## config.mk

```make
export PLATFORM = sky130hd
export DESIGN_NAME = mem_access_lsu
export DESIGN_NICKNAME = d
export VERILOG_FILES = /design/src/rtl/utils_top.sv /design/src/rtl/mem_access_lsu_align.sv /design/src/rtl/mem_access_lsu.sv
export SDC_FILE = /design/constraint.sdc
export NUM_CORES = 1
export LEC_CHECK = 0
export CORE_ASPECT_RATIO = 0.75
export CORE_MARGIN = 2
export CORE_UTILIZATION = 30
export CTS_CLUSTER_DIAMETER = 30
export DETAILED_ROUTE_END_ITERATION = 12
export HOLD_SLACK_MARGIN = 0.1
export PLACE_DENSITY = 0.57
export SYNTH_ARGS = -nofsm -noshare
export SYNTH_HDL_FRONTEND = slang
export SYNTH_SLANG_ARGS = --single-unit
```

## constraint.sdc

```tcl
create_clock -name clk -period 2.3 [get_ports clk]
set_input_delay 0.46 -clock clk [delete_from_list [all_inputs] [get_ports clk]]
set_output_delay 0.46 -clock clk [all_outputs]
set_load 0.01 [all_outputs]
```

## src/rtl/utils_top.sv

```systemverilog
// Shared LSU definitions: funct3 encodings, opcodes, FSM state type.
package utils_top;

  localparam logic [2:0] F3_LB  = 3'b000;
  localparam logic [2:0] F3_LH  = 3'b001;
  localparam logic [2:0] F3_LW  = 3'b010;
  localparam logic [2:0] F3_LBU = 3'b100;
  localparam logic [2:0] F3_LHU = 3'b101;
  localparam logic [2:0] F3_SB  = 3'b000;
  localparam logic [2:0] F3_SH  = 3'b001;
  localparam logic [2:0] F3_SW  = 3'b010;

  localparam logic [6:0] OP_LOAD   = 7'b0000011;
  localparam logic [6:0] OP_STORE  = 7'b0100011;
  localparam logic [6:0] OP_BRANCH = 7'b1100011;
  localparam logic [6:0] OP_JAL    = 7'b1101111;
  localparam logic [6:0] OP_JALR   = 7'b1100111;

  typedef enum logic [1:0] {
    IDLE,
    REQ,
    WAIT_RSP
  } lsu_state_t;

  function automatic logic addr_mis(input logic [1:0] sz,
                                    input logic [1:0] a);
    case (sz)
      2'b00:   return 1'b0;
      2'b01:   return a[0];
      default: return |a;
    endcase
  endfunction

endpackage

```

## src/rtl/mem_access_lsu_align.sv

```systemverilog
// Byte-lane steering for stores and lane extract/extend for loads.
module mem_access_lsu_align
  import utils_top::*;
(
  input  logic [2:0]  f3,
  input  logic [1:0]  addr_lo,
  input  logic [31:0] st_src,
  input  logic [31:0] ld_word,
  output logic [31:0] st_dat,
  output logic [3:0]  st_be,
  output logic [31:0] ld_val
);

  logic [7:0]  ld_b;
  logic [15:0] ld_h;
  logic        sx;

  always_comb begin
    ld_b   = ld_word[{addr_lo, 3'b000} +: 8];
    ld_h   = ld_word[{addr_lo[1], 4'b0000} +: 16];
    sx     = 1'b0;
    st_dat = st_src;
    st_be  = 4'b1111;
    ld_val = ld_word;
    case (f3[1:0])
      2'b00: begin
        sx     = ~f3[2] & ld_b[7];
        st_dat = {4{st_src[7:0]}};
        st_be  = 4'b0001 << addr_lo;
        ld_val = {{24{sx}}, ld_b};
      end
      2'b01: begin
        sx     = ~f3[2] & ld_h[15];
        st_dat = {2{st_src[15:0]}};
        st_be  = 4'b0011 << {addr_lo[1], 1'b0};
        ld_val = {{16{sx}}, ld_h};
      end
      default: ;
    endcase
  end

endmodule

```

## src/rtl/mem_access_lsu.sv

```systemverilog
// Load/store stage between execute and writeback with req/gnt/rvalid
// memory handshake, timeout and registered writeback/forward outputs.
module mem_access_lsu
  import utils_top::*;
#(
  parameter int unsigned MAIN_MEM_BYTE_ADD_W = 8,
  parameter int unsigned MEM_TIMEOUT_CYC     = 16
) (
  input  logic        clk,
  input  logic        rst,
  input  logic        ex_vld,
  output logic        ex_rdy,
  input  logic [31:0] ex_pc,
  input  logic [31:0] ex_inst,
  input  logic [31:0] ex_dat,
  input  logic [31:0] ex_rd2,
  output logic        wb_vld,
  output logic [31:0] wb_dat,
  output logic [31:0] wb_inst,
  output logic [31:0] wb_pc,
  output logic        id_fwd_we,
  output logic [4:0]  id_fwd_dst,
  output logic [31:0] id_fwd_dat,
  output logic        exc_main_addr_mis,
  output logic        exc_main_addr_oob,
  output logic        exc_main_timeout,
  output logic        mem_req,
  input  logic        mem_gnt,
  output logic        mem_wen,
  output logic [3:0]  mem_be,
  output logic [31:0] mem_addr,
  output logic [31:0] mem_dat_in,
  input  logic        mem_rvalid,
  input  logic [31:0] mem_dat_out
);

  localparam int CNT_W = $clog2(MEM_TIMEOUT_CYC + 1);
  localparam logic [CNT_W-1:0] CNT_LAST = CNT_W'(MEM_TIMEOUT_CYC - 1);

  lsu_state_t state_q, state_d;
  logic [CNT_W-1:0] cnt_q, cnt_d;
  logic [31:0] inst_q, inst_d, pc_q, pc_d;
  logic [31:0] dat_q, dat_d, rd2_q, rd2_d;
  logic        wb_vld_q, wb_vld_d;
  logic [31:0] wb_dat_q, wb_dat_d;
  logic [31:0] wb_inst_q, wb_inst_d;
  logic [31:0] wb_pc_q, wb_pc_d;
  logic        mis_q, mis_d, oob_q, oob_d, to_q, to_d;
  logic        fwd_we_q, fwd_we_d;

  logic        ex_mem, ex_jmp, ex_mis, ex_oob, cap_st, last;
  logic [31:0] al_st, al_ld;
  logic [3:0]  al_be;

  mem_access_lsu_align u_align (
    .f3      (inst_q[14:12]),
    .addr_lo (dat_q[1:0]),
    .st_src  (rd2_q),
    .ld_word (mem_dat_out),
    .st_dat  (al_st),
    .st_be   (al_be),
    .ld_val  (al_ld)
  );

  assign ex_mem = ex_inst[6:0] == OP_LOAD || ex_inst[6:0] == OP_STORE;
  assign ex_jmp = ex_inst[6:0] == OP_JAL || ex_inst[6:0] == OP_JALR;
  assign ex_mis = addr_mis(ex_inst[13:12], ex_dat[1:0]);
  assign ex_oob = (ex_dat >> MAIN_MEM_BYTE_ADD_W) != '0;
  assign cap_st = inst_q[6:0] == OP_STORE;
  assign last   = cnt_q == CNT_LAST;

  always_comb begin
    state_d   = state_q;
    cnt_d     = cnt_q;
    inst_d    = inst_q;
    pc_d      = pc_q;
    dat_d     = dat_q;
    rd2_d     = rd2_q;
    wb_vld_d  = 1'b0;
    wb_dat_d  = wb_dat_q;
    wb_inst_d = wb_inst_q;
    wb_pc_d   = wb_pc_q;
    mis_d     = 1'b0;
    oob_d     = 1'b0;
    to_d      = 1'b0;
    unique case (state_q)
      IDLE: if (ex_vld) begin
        inst_d = ex_inst;
        pc_d   = ex_pc;
        dat_d  = ex_dat;
        rd2_d  = ex_rd2;
        if (ex_mem && !ex_mis && !ex_oob) begin
          state_d = REQ;
          cnt_d   = '0;
        end else begin
          wb_vld_d  = 1'b1;
          wb_inst_d = ex_inst;
          wb_pc_d   = ex_pc;
          wb_dat_d  = ex_jmp ? ex_pc + 32'd4 : ex_dat;
          if (ex_mem) begin
            wb_dat_d = '0;
            mis_d    = ex_mis;
            oob_d    = ex_oob;
          end
        end
      end
      REQ: begin
        cnt_d = cnt_q + 1'b1;
        if (mem_gnt) begin
          state_d = cap_st ? IDLE : WAIT_RSP;
          wb_vld_d = cap_st;
          if (cap_st) wb_dat_d = dat_q;
        end else if (last) begin
          state_d  = IDLE;
          wb_vld_d = 1'b1;
          wb_dat_d = '0;
          to_d     = 1'b1;
        end
        if (wb_vld_d) begin
          wb_inst_d = inst_q;
          wb_pc_d   = pc_q;
        end
      end
      WAIT_RSP: begin
        cnt_d = cnt_q + 1'b1;
        if (mem_rvalid || last) begin
          state_d   = IDLE;
          wb_vld_d  = 1'b1;
          wb_inst_d = inst_q;
          wb_pc_d   = pc_q;
          wb_dat_d  = mem_rvalid ? al_ld : '0;
          to_d      = ~mem_rvalid;
        end
      end
      default: state_d = IDLE;
    endcase
    fwd_we_d = wb_vld_d
             & (wb_inst_d[6:0] != OP_STORE)
             & (wb_inst_d[6:0] != OP_BRANCH)
             & ~(mis_d | oob_d | to_d);
  end

  always_ff @(posedge clk) begin
    if (rst) begin
      state_q   <= IDLE;
      cnt_q     <= '0;
      inst_q    <= '0;
      pc_q      <= '0;
      dat_q     <= '0;
      rd2_q     <= '0;
      wb_vld_q  <= 1'b0;
      wb_dat_q  <= '0;
      wb_inst_q <= '0;
      wb_pc_q   <= '0;
      mis_q     <= 1'b0;
      oob_q     <= 1'b0;
      to_q      <= 1'b0;
      fwd_we_q  <= 1'b0;
    end else begin
      state_q   <= state_d;
      cnt_q     <= cnt_d;
      inst_q    <= inst_d;
      pc_q      <= pc_d;
      dat_q     <= dat_d;
      rd2_q     <= rd2_d;
      wb_vld_q  <= wb_vld_d;
      wb_dat_q  <= wb_dat_d;
      wb_inst_q <= wb_inst_d;
      wb_pc_q   <= wb_pc_d;
      mis_q     <= mis_d;
      oob_q     <= oob_d;
      to_q      <= to_d;
      fwd_we_q  <= fwd_we_d;
    end
  end

  assign ex_rdy     = state_q == IDLE;
  assign mem_req    = state_q == REQ;
  assign mem_wen    = mem_req & cap_st;
  assign mem_be     = mem_req ? (cap_st ? al_be : 4'b1111) : 4'b0000;
  assign mem_addr   = mem_req ? {dat_q[31:2], 2'b00} : '0;
  assign mem_dat_in = mem_wen ? al_st : '0;

  assign wb_vld            = wb_vld_q;
  assign wb_dat            = wb_dat_q;
  assign wb_inst           = wb_inst_q;
  assign wb_pc             = wb_pc_q;
  assign id_fwd_we         = fwd_we_q;
  assign id_fwd_dst        = wb_inst_q[11:7];
  assign id_fwd_dat        = wb_dat_q;
  assign exc_main_addr_mis = mis_q;
  assign exc_main_addr_oob = oob_q;
  assign exc_main_timeout  = to_q;

endmodule

```

-- Word level (Yosys, flattened, before mapping)
Index checks and enable logic that the tools add are counted.
- register bits after elaboration: 236
- input port bits: 165
- output and inout bits: 209
- logic and storage cells: 127
- $add $sub $neg: 2
- equal/unequal tests: 19
- shifts and indexed selects: 4
- multiplexer cells: 56
- bitwise operators: 11
- reductions and logical operators: 20
- operator list (cell ; count):
    2-to-1 mux 32 bit ; 19
    one-hot mux 32 bit (3 select lines) ; 3
    one-hot mux 32 bit (2 select lines) ; 2
    adder 32 x 3 -> 32 bit, second input constant ; 1
    nonzero test 32 bit ; 1
    indexed part select 32 x 6 -> 16 bit ; 1
    indexed part select 32 x 6 -> 8 bit ; 1
    2-to-1 mux 1 bit ; 16
    == test 7 x 6 -> 1 bit, second input constant ; 2
    == test 7 bit, second input constant ; 2
    2-to-1 mux 2 bit ; 6
    2-to-1 mux 5 bit ; 2
    one-hot mux 5 bit (2 select lines) ; 1
    2-to-1 mux 4 bit ; 2
    one-hot mux 4 bit (2 select lines) ; 1
    == test 7 x 2 -> 1 bit, second input constant ; 1
    inequality test 7 x 6 -> 1 bit, second input constant ; 1
    inequality test 7 bit, second input constant ; 1
    AND 1 bit ; 6
    == test 2 x 1 -> 1 bit, second input constant ; 3
    zero test 2 bit ; 3
    inequality test 2 bit, second input constant ; 3
    one-hot mux 2 bit (3 select lines) ; 1
    AND reduction 6 bit ; 1
    other kinds (22) ; 32

-- Logic depth before layout (Yosys ltp)
Gate-level depths: netlist of run 1.
- word-level depth: 12
- depth in mapped cells: 10
- gate-level depth less buffers: 8

-- Modules after synthesis
From an unflattened synthesis of run 1, not the netlist that was laid out.
- cells, all modules: 1638
- area total of the unflattened synthesis: 13027.5 µm²
- by module, submodules not included (module ; times used ; cells an instance ; area each (µm²) ; sequential area each (µm²)):
    mem_access_lsu ; 1 ; 1450 ; 11768.8 ; 4724.5
    mem_access_lsu_align ; 1 ; 188 ; 1258.7 ; 0.0

-- Worst setup path before layout of run 1
OpenSTA, ideal clock, no wires.
- path kind: flip-flop to output port
- from: reg inst_q[3]
- to: out mem_dat_in[13]
- arrival: 1.777 ns
- required time: 1.840 ns
- setup slack: 0.063 ns
- cell stages (with the launch flop): 6
- path buffers: 1
- path through: dfxtp_1 -> or4b_4 -> nor2_1 -> nand2_1 -> clkbuf_1 -> a21oi_1
- cells in the longest elaborated chain, start to end: 3
- ends and longest elaborated chain (element ; line ; RTL):
    from (decl) ; mem_access_lsu.sv:42 ; logic [31:0] inst_q, inst_d, pc_q, pc_d;
    from (signal assigned) ; mem_access_lsu.sv:162 ; inst_q <= inst_d;
    == test 7 x 6 -> 1 bit ; mem_access_lsu.sv:69 ; assign cap_st = inst_q[6:0] == OP_STORE;
    AND 1 bit ; mem_access_lsu.sv:179 ; assign mem_wen = mem_req & cap_st;
    2-to-1 mux 32 bit ; mem_access_lsu.sv:182 ; assign mem_dat_in = mem_wen ? al_st : '0;
    to (decl) ; mem_access_lsu.sv:32 ; output logic [31:0] mem_dat_in,
No other way between the ends.

-- Final worst setup path of run 1
- from: reg inst_q[6]
- to: out mem_be[0]
- cells in the longest elaborated chain, start to end: 3
- ends and longest elaborated chain (element ; line ; RTL):
    == test 7 x 6 -> 1 bit ; mem_access_lsu.sv:69 ;
    2-to-1 mux 4 bit (2 in a row) ; mem_access_lsu.sv:180 ; assign mem_be = mem_req ? (cap_st ? al_be : 4'b1111) : 4'b0000;
    to (decl) ; mem_access_lsu.sv:30 ; output logic [3:0] mem_be,
No other way between the ends.

==> results.toml, run 1 <==
[outcome]
status = "finished with violations"
violations = "setup timing"

[yosys]
yosys.cell_count.top_type = "nand2_1"
yosysSeqAreaShare = 0.367
synth_area_leaders = "dfxtp_1 (37%), nand2_1 (9.3%), a21oi_1 (6.9%)"
ys.flop_type = "dfxtp_1"
ys.warnings.count = 0
syn_area_sq_um = 12900
async_reset_ff_frac = 0
yosys.area.top_type_share = 0.367
ys_types = 79
synth_cells = 1594
synth_common_cells = "nand2_1 (319), dfxtp_1 (236), a21oi_1 (177)"
avgSynthCellArea_sq_um = 8.07
synth_edf_count = 0
ys_ff_latch = 236
yosys.area.top_type = "dfxtp_1"

[setup_path]
cp_top_family = "simple AND/OR/NAND/NOR gates"
crit_top_cell = "buf_6"
endpoint_kind = "primary output"
worstPathCellList = "or4b_4 > buf_6 > nor3_4 > o21ai_1 > and2_1 > buf_6"
cp.arrival_ns = 2.21
worstPathRequired_ns = 1.84
start_kind = "register"
crit_buf_inv = 2
cp_slowest_cell = "or4b_4"
criticalPathCategory = "register to primary output"
cp_max_fo = 4
cp_slowest_stage_delay_ns = 0.58

[global_routing]
grt_overflow = 0
grt_max_degree = 109
grt_use_total = 0.248
grt_pass1_wl_um = 85600
grt_pass1_vias = 14100
antenna_found_initial = 5

[cts]
clock-sinks = 236
cts_inserted_buffers = 59
path_clk_slew_ns = 0.05
cts_tree = "yes"
clock-root-buffer = "clkbuf_16"
clock_latency_ns = 0.59
htree_levels = 2
clockBufferDepth = 3

[placed_design]
placed_area_sq_um = 18300
hpwl_um = 41300
io_buffers = 371
gp_congestion = 0.947
pre_cts_ws_ns = -1.22
dpl.cell_count = 2587

[power_and_ir_drop]
p_leak_nw = 8.67
seq_power_share = 0.292
p_sw_frac = 0.258
clock_power_share = 0.562
vdd.ir_drop.worst_mv = 0.545
p_int_w = 0.0115
p_switching_w = 0.00402
p_per_area_nw_per_um2 = 703
combPwrFrac = 0.146

[sta]
whs_ns = 0.190
tightest_slew_ns = 0.689
skew_ns = 0.0228
hold_viol_final = 0
finalSetupViolCount = 135
finalSetupTns_ns = -26.03
worst_slack_ns = -0.370
rsz0062_at_grt = "yes"
finalCritPeriodShare = 1.16
slew_headroom = 0.540
layout_min_cycle_time_ns = 2.67
final-max-slew-violation-count = 0
max_freq_ghz = 0.375

[route]
wl_per_cell_um = 21.6
ant_nets = 0
drc = 0
wl_um = 59800
drtIter0Drc = 1394
vias = 14600
dr.pass1.iters = 6
via_per_inst = 5.27

[die]
placement_rows = 65
ioPinCount = 374
die-area_sq_um = 44600
die_width_um = 243
fp.dieH_um = 183
core_sq_um = 42200
initial_core_util = 0.305

[min_path]
worstHoldPathType = "input port to register"

[cells_and_area]
area_growth_pct = 72.1
nNetsFinal = 2315
n_fill_cell = 3792
fin_area_sq_um = 22100
drive_gt1_frac = 0.318
final_cells = 2763

[run]
cap_violations = 0
## layer usage
| layer | wire, um | GRT usage | vias up |
|---|---|---|---|
| met5 | 22 | 0 | - |
| met4 | 2170 | 0.0945 | 4 |
| met3 | 4480 | 0.0528 | 134 |
| met2 | 27300 | 0.394 | 658 |
| met1 | 25800 | 0.329 | 7019 |
| li1 | - | - | 6756 |
## worst paths after layout
path	cells past startpoint	endpoint	slack (ns)	startpoint
max reg2reg	12	id_fwd_dat[8]	-0.30	inst_q[6]
min	2	wb_inst[1]	0.19	rst
min reg2reg	2	cnt_q[4]	0.45	cnt_q[4]
max	6	mem_be[0]	-0.37	inst_q[6]
## through the flow
stage	power [W]	util
floorplan	0.00547	-
global placement	0.00656	0.434
detailed placement	0.00659	0.434
CTS	0.0155	0.499
global route	0.0161	0.525
finish	0.0156	0.525
## cell type report
class / count / area (sq um) / share of cell area
Multi-Input combinational cell: 1160 / 7960 / 0.360
Clock inverter: 41 / 519 / 0.0235
Clock buffer: 69 / 1590 / 0.0720
Inverter: 29 / 109 / 0.00492
Tap cell: 569 / 712 / 0.0322
Timing Repair Buffer: 657 / 6510 / 0.294
Antenna cell: 2 / 5.00 / 0.000226
Sequential cell: 236 / 4730 / 0.214
## flip-flops by register name, summed over array words and instances, names as in the netlist
signal / count
dat_q: 32
cnt_q: 5
exc_main_addr_oob: 1
state_q: 2
exc_main_addr_mis: 1
inst_q: 32
rd2_q: 32
id_fwd_we: 1
wb_pc: 32
exc_main_timeout: 1
wb_vld: 1
pc_q: 32
id_fwd_dat: 32
wb_inst: 32
## worst reg2reg max path: cells and delay by family, from the launching register on
family | cells | cell delay (ns)
AOI/OAI and AO/OA | 3 | 0.57
buffers and inverters | 8 | 1.00
DFF | 1 | 0.31
and+or+nand+nor | 1 | 0.58
## logic make-up (layout without fill, tap and decap cells)
group | count (synthesis) | after routing | synth area share
compound gates | 437 | 438 | 0.249
xor+xnor | 16 | 16 | 0.0109
fa+ha+maj | 7 | 7 | 0.00681
buf+inv | 200 | 796 | 0.0785
flops | 236 | 236 | 0.367
mux | 66 | 66 | 0.0605
other cells | 1 | 4 | 0.000291
simple gates | 631 | 631 | 0.227
## what timing repair did
action,in CTS,in global routing
cloned,13,13
setup endpoints to repair,173,148
buffers inserted,29,23
hold buffers,0,0
pin swaps,25,47
gates resized for setup,336,198
## cell usage in the layout (no fill, tap or decap), types with 16 or more instances in the layout
cell type,Yosys,final
nand2_1,319,317
clkdlybuf4s50_1,0,292
dfxtp_1,236,231
buf_4,51,207
a21oi_1,177,167
nor2_1,125,81
clkbuf_16,0,69
buf_6,5,59
mux2i_1,53,53
a211oi_2,52,51
o21ai_0,41,39
buf_2,24,32
a22oi_1,31,31
buf_12,0,28
inv_1,29,27
nand3_1,28,26
nor2_2,0,25
and2_1,39,23
nor2_4,1,20
clkinv_2,0,20
o2bb2ai_2,0,18
and2_4,0,16
nor2b_1,16,16
## power by group through the flow
stage | combinational [W] | clock, W | sequential (W)
floorplan | 0.000893 | 0 | 0.00458
global placement | 0.00197 | 0 | 0.00459
detailed placement | 0.00199 | 0 | 0.00460
CTS | 0.00214 | 0.00885 | 0.00453
global route | 0.00242 | 0.00911 | 0.00457
finish | 0.00227 | 0.00874 | 0.00455
Note: power is estimated with default switching activity, not from simulation.
==> run 2: changes to the inputs <==
Settings changed: CORE_ASPECT_RATIO 0.75 to 0.8.
==> results.toml, run 2 (same netlist as run 1, synthesis figures left out) <==
[route]
drc = 0
drtIter0Drc = 1105
dr.pass1.iters = 7
wl_per_cell_um = 22.2
ant_nets = 0
wl_um = 61400
vias = 14600
via_per_inst = 5.29

[sta]
hold_viol_final = 0
finalSetupViolCount = 131
rsz0062_at_grt = "yes"
final-max-slew-violation-count = 0
skew_ns = 0.0691
max_freq_ghz = 0.369
slew_headroom = 0.526
finalCritPeriodShare = 1.18
layout_min_cycle_time_ns = 2.71
tightest_slew_ns = 0.712
worst_slack_ns = -0.407

[die]
ioPinCount = 374
fp.dieH_um = 189
initial_core_util = 0.306
die-area_sq_um = 44600
die_width_um = 236
placement_rows = 67
core_sq_um = 42100

[cts]
clock-root-buffer = "clkbuf_16"
cts_inserted_buffers = 61
clock_latency_ns = 0.63
clock-sinks = 236
postCtsHoldBufs = 0
htree_levels = 2
path_clk_slew_ns = 0.04
cts_tree = "yes"
clockBufferDepth = 3

[cells_and_area]
fin_area_sq_um = 22300
area_growth_pct = 73.1
nNetsFinal = 2332
layout_common_cells = "nand2_1 (317), clkdlybuf4s50_1 (296), dfxtp_1 (232), buf_4 (224), a21oi_1 (168)"
multi_input_area_sq_um = 7940
drive_gt1_frac = 0.321
layout_commonest_cell = "nand2_1"
n_fill_cell = 3879
final_cells = 2764
regArea_sq_um = 4730
fin_util = 0.529

[setup_path]
r2r-start = "inst_q[6]"
start_kind = "register"
endpoint_kind = "primary output"
reg2reg_slack_ns = -0.33
r2r-end = "id_fwd_we"
cp_max_fo = 12
criticalPathCategory = "register to primary output"
cp_top_family = "simple AND/OR/NAND/NOR gates"
endpoint = "mem_dat_in[11]"
cp_slowest_cell = "or4b_4"
cp_slowest_stage_delay_ns = 0.59
worstPathCellList = "or4b_4 > nor2_4 > nand2_4 > buf_16 > a21oi_2 > buf_2"
cp_num_cells = 6
cp.arrival_ns = 2.25
setup.worst_path.start = "inst_q[6]"
rr_worst_depth = 10
crit_buf_inv = 2
worstPathRequired_ns = 1.84

[global_routing]
grt_overflow = 0
grt_pass1_vias = 14300
grt_use_total = 0.262
grt_max_degree = 102
antenna_found_initial = 5
grt_pass1_wl_um = 89900

[outcome]
violations = "setup timing"
status = "finished with violations"

[power_and_ir_drop]
vdd.ir_drop.worst_mv = 0.711
p_per_area_nw_per_um2 = 722
p_leak_nw = 8.81
finalPower_w = 0.0161

[placed_design]
io_buffers = 371
pre_cts_ws_ns = -0.677
placed_area_sq_um = 18400
gp_congestion = 0.914
hpwl_um = 42100
dpl.cell_count = 2584

[run]
cap_violations = 0

[min_path]
worstHoldPathType = "input port to register"
## run 2: how the worst min path moves through the flow
stage               depth (start not counted)  slack [ns]   startpoint           to
finish                                      2        0.31          rst    inst_q[6]
floorplan                                   2        0.43     cnt_q[4]     cnt_q[4]
global placement                            2        0.44     cnt_q[4]     cnt_q[4]
global route                                2        0.32          rst    inst_q[9]
detailed placement                          1        0.45  wb_inst[26]  wb_inst[26]
CTS                                         2        0.29          rst   wb_inst[4]
## run 2: through the flow
step	setup TNS, ns	hold WS (ns)
finish	-29.40	0.306
global route	-33.55	0.321
CTS	-18.80	0.291
detailed placement	-76.50	0.446
global placement	-70.90	0.438
floorplan	0	0.432
## run 2: area by class of cell
cell class	instances	area share
multi-input combinational	1160	0.357
timing repair buffer	672	0.295
sequential	236	0.212
clock buffer	75	0.0759
tap	552	0.0310
clock inverter	36	0.0238
inverter	29	0.00500
antenna	4	0.000450
## run 2: repair_timing
item                                    4_1_cts  5_1_grt
setup buffers                                26       26
pin swaps                                    28       49
gates resized for setup                     401      151
cloned                                       20        9
endpoints found under the setup margin      155      173
## run 2: per-layer routing
layer	vias to the layer above	track usage	part of all wire
met5	-	0	0.00055
met4	6	0.0958	0.029
met3	115	0.0496	0.068
met2	595	0.412	0.45
met1	7113	0.357	0.45
li1	6794	-	-
## run 2: power by group
part	switching [W]	internal (W)
Sequential	0.000218	0.00434
Combinational	0.00112	0.00122
Clock	0.00278	0.00639
Total	0.00412	0.0120
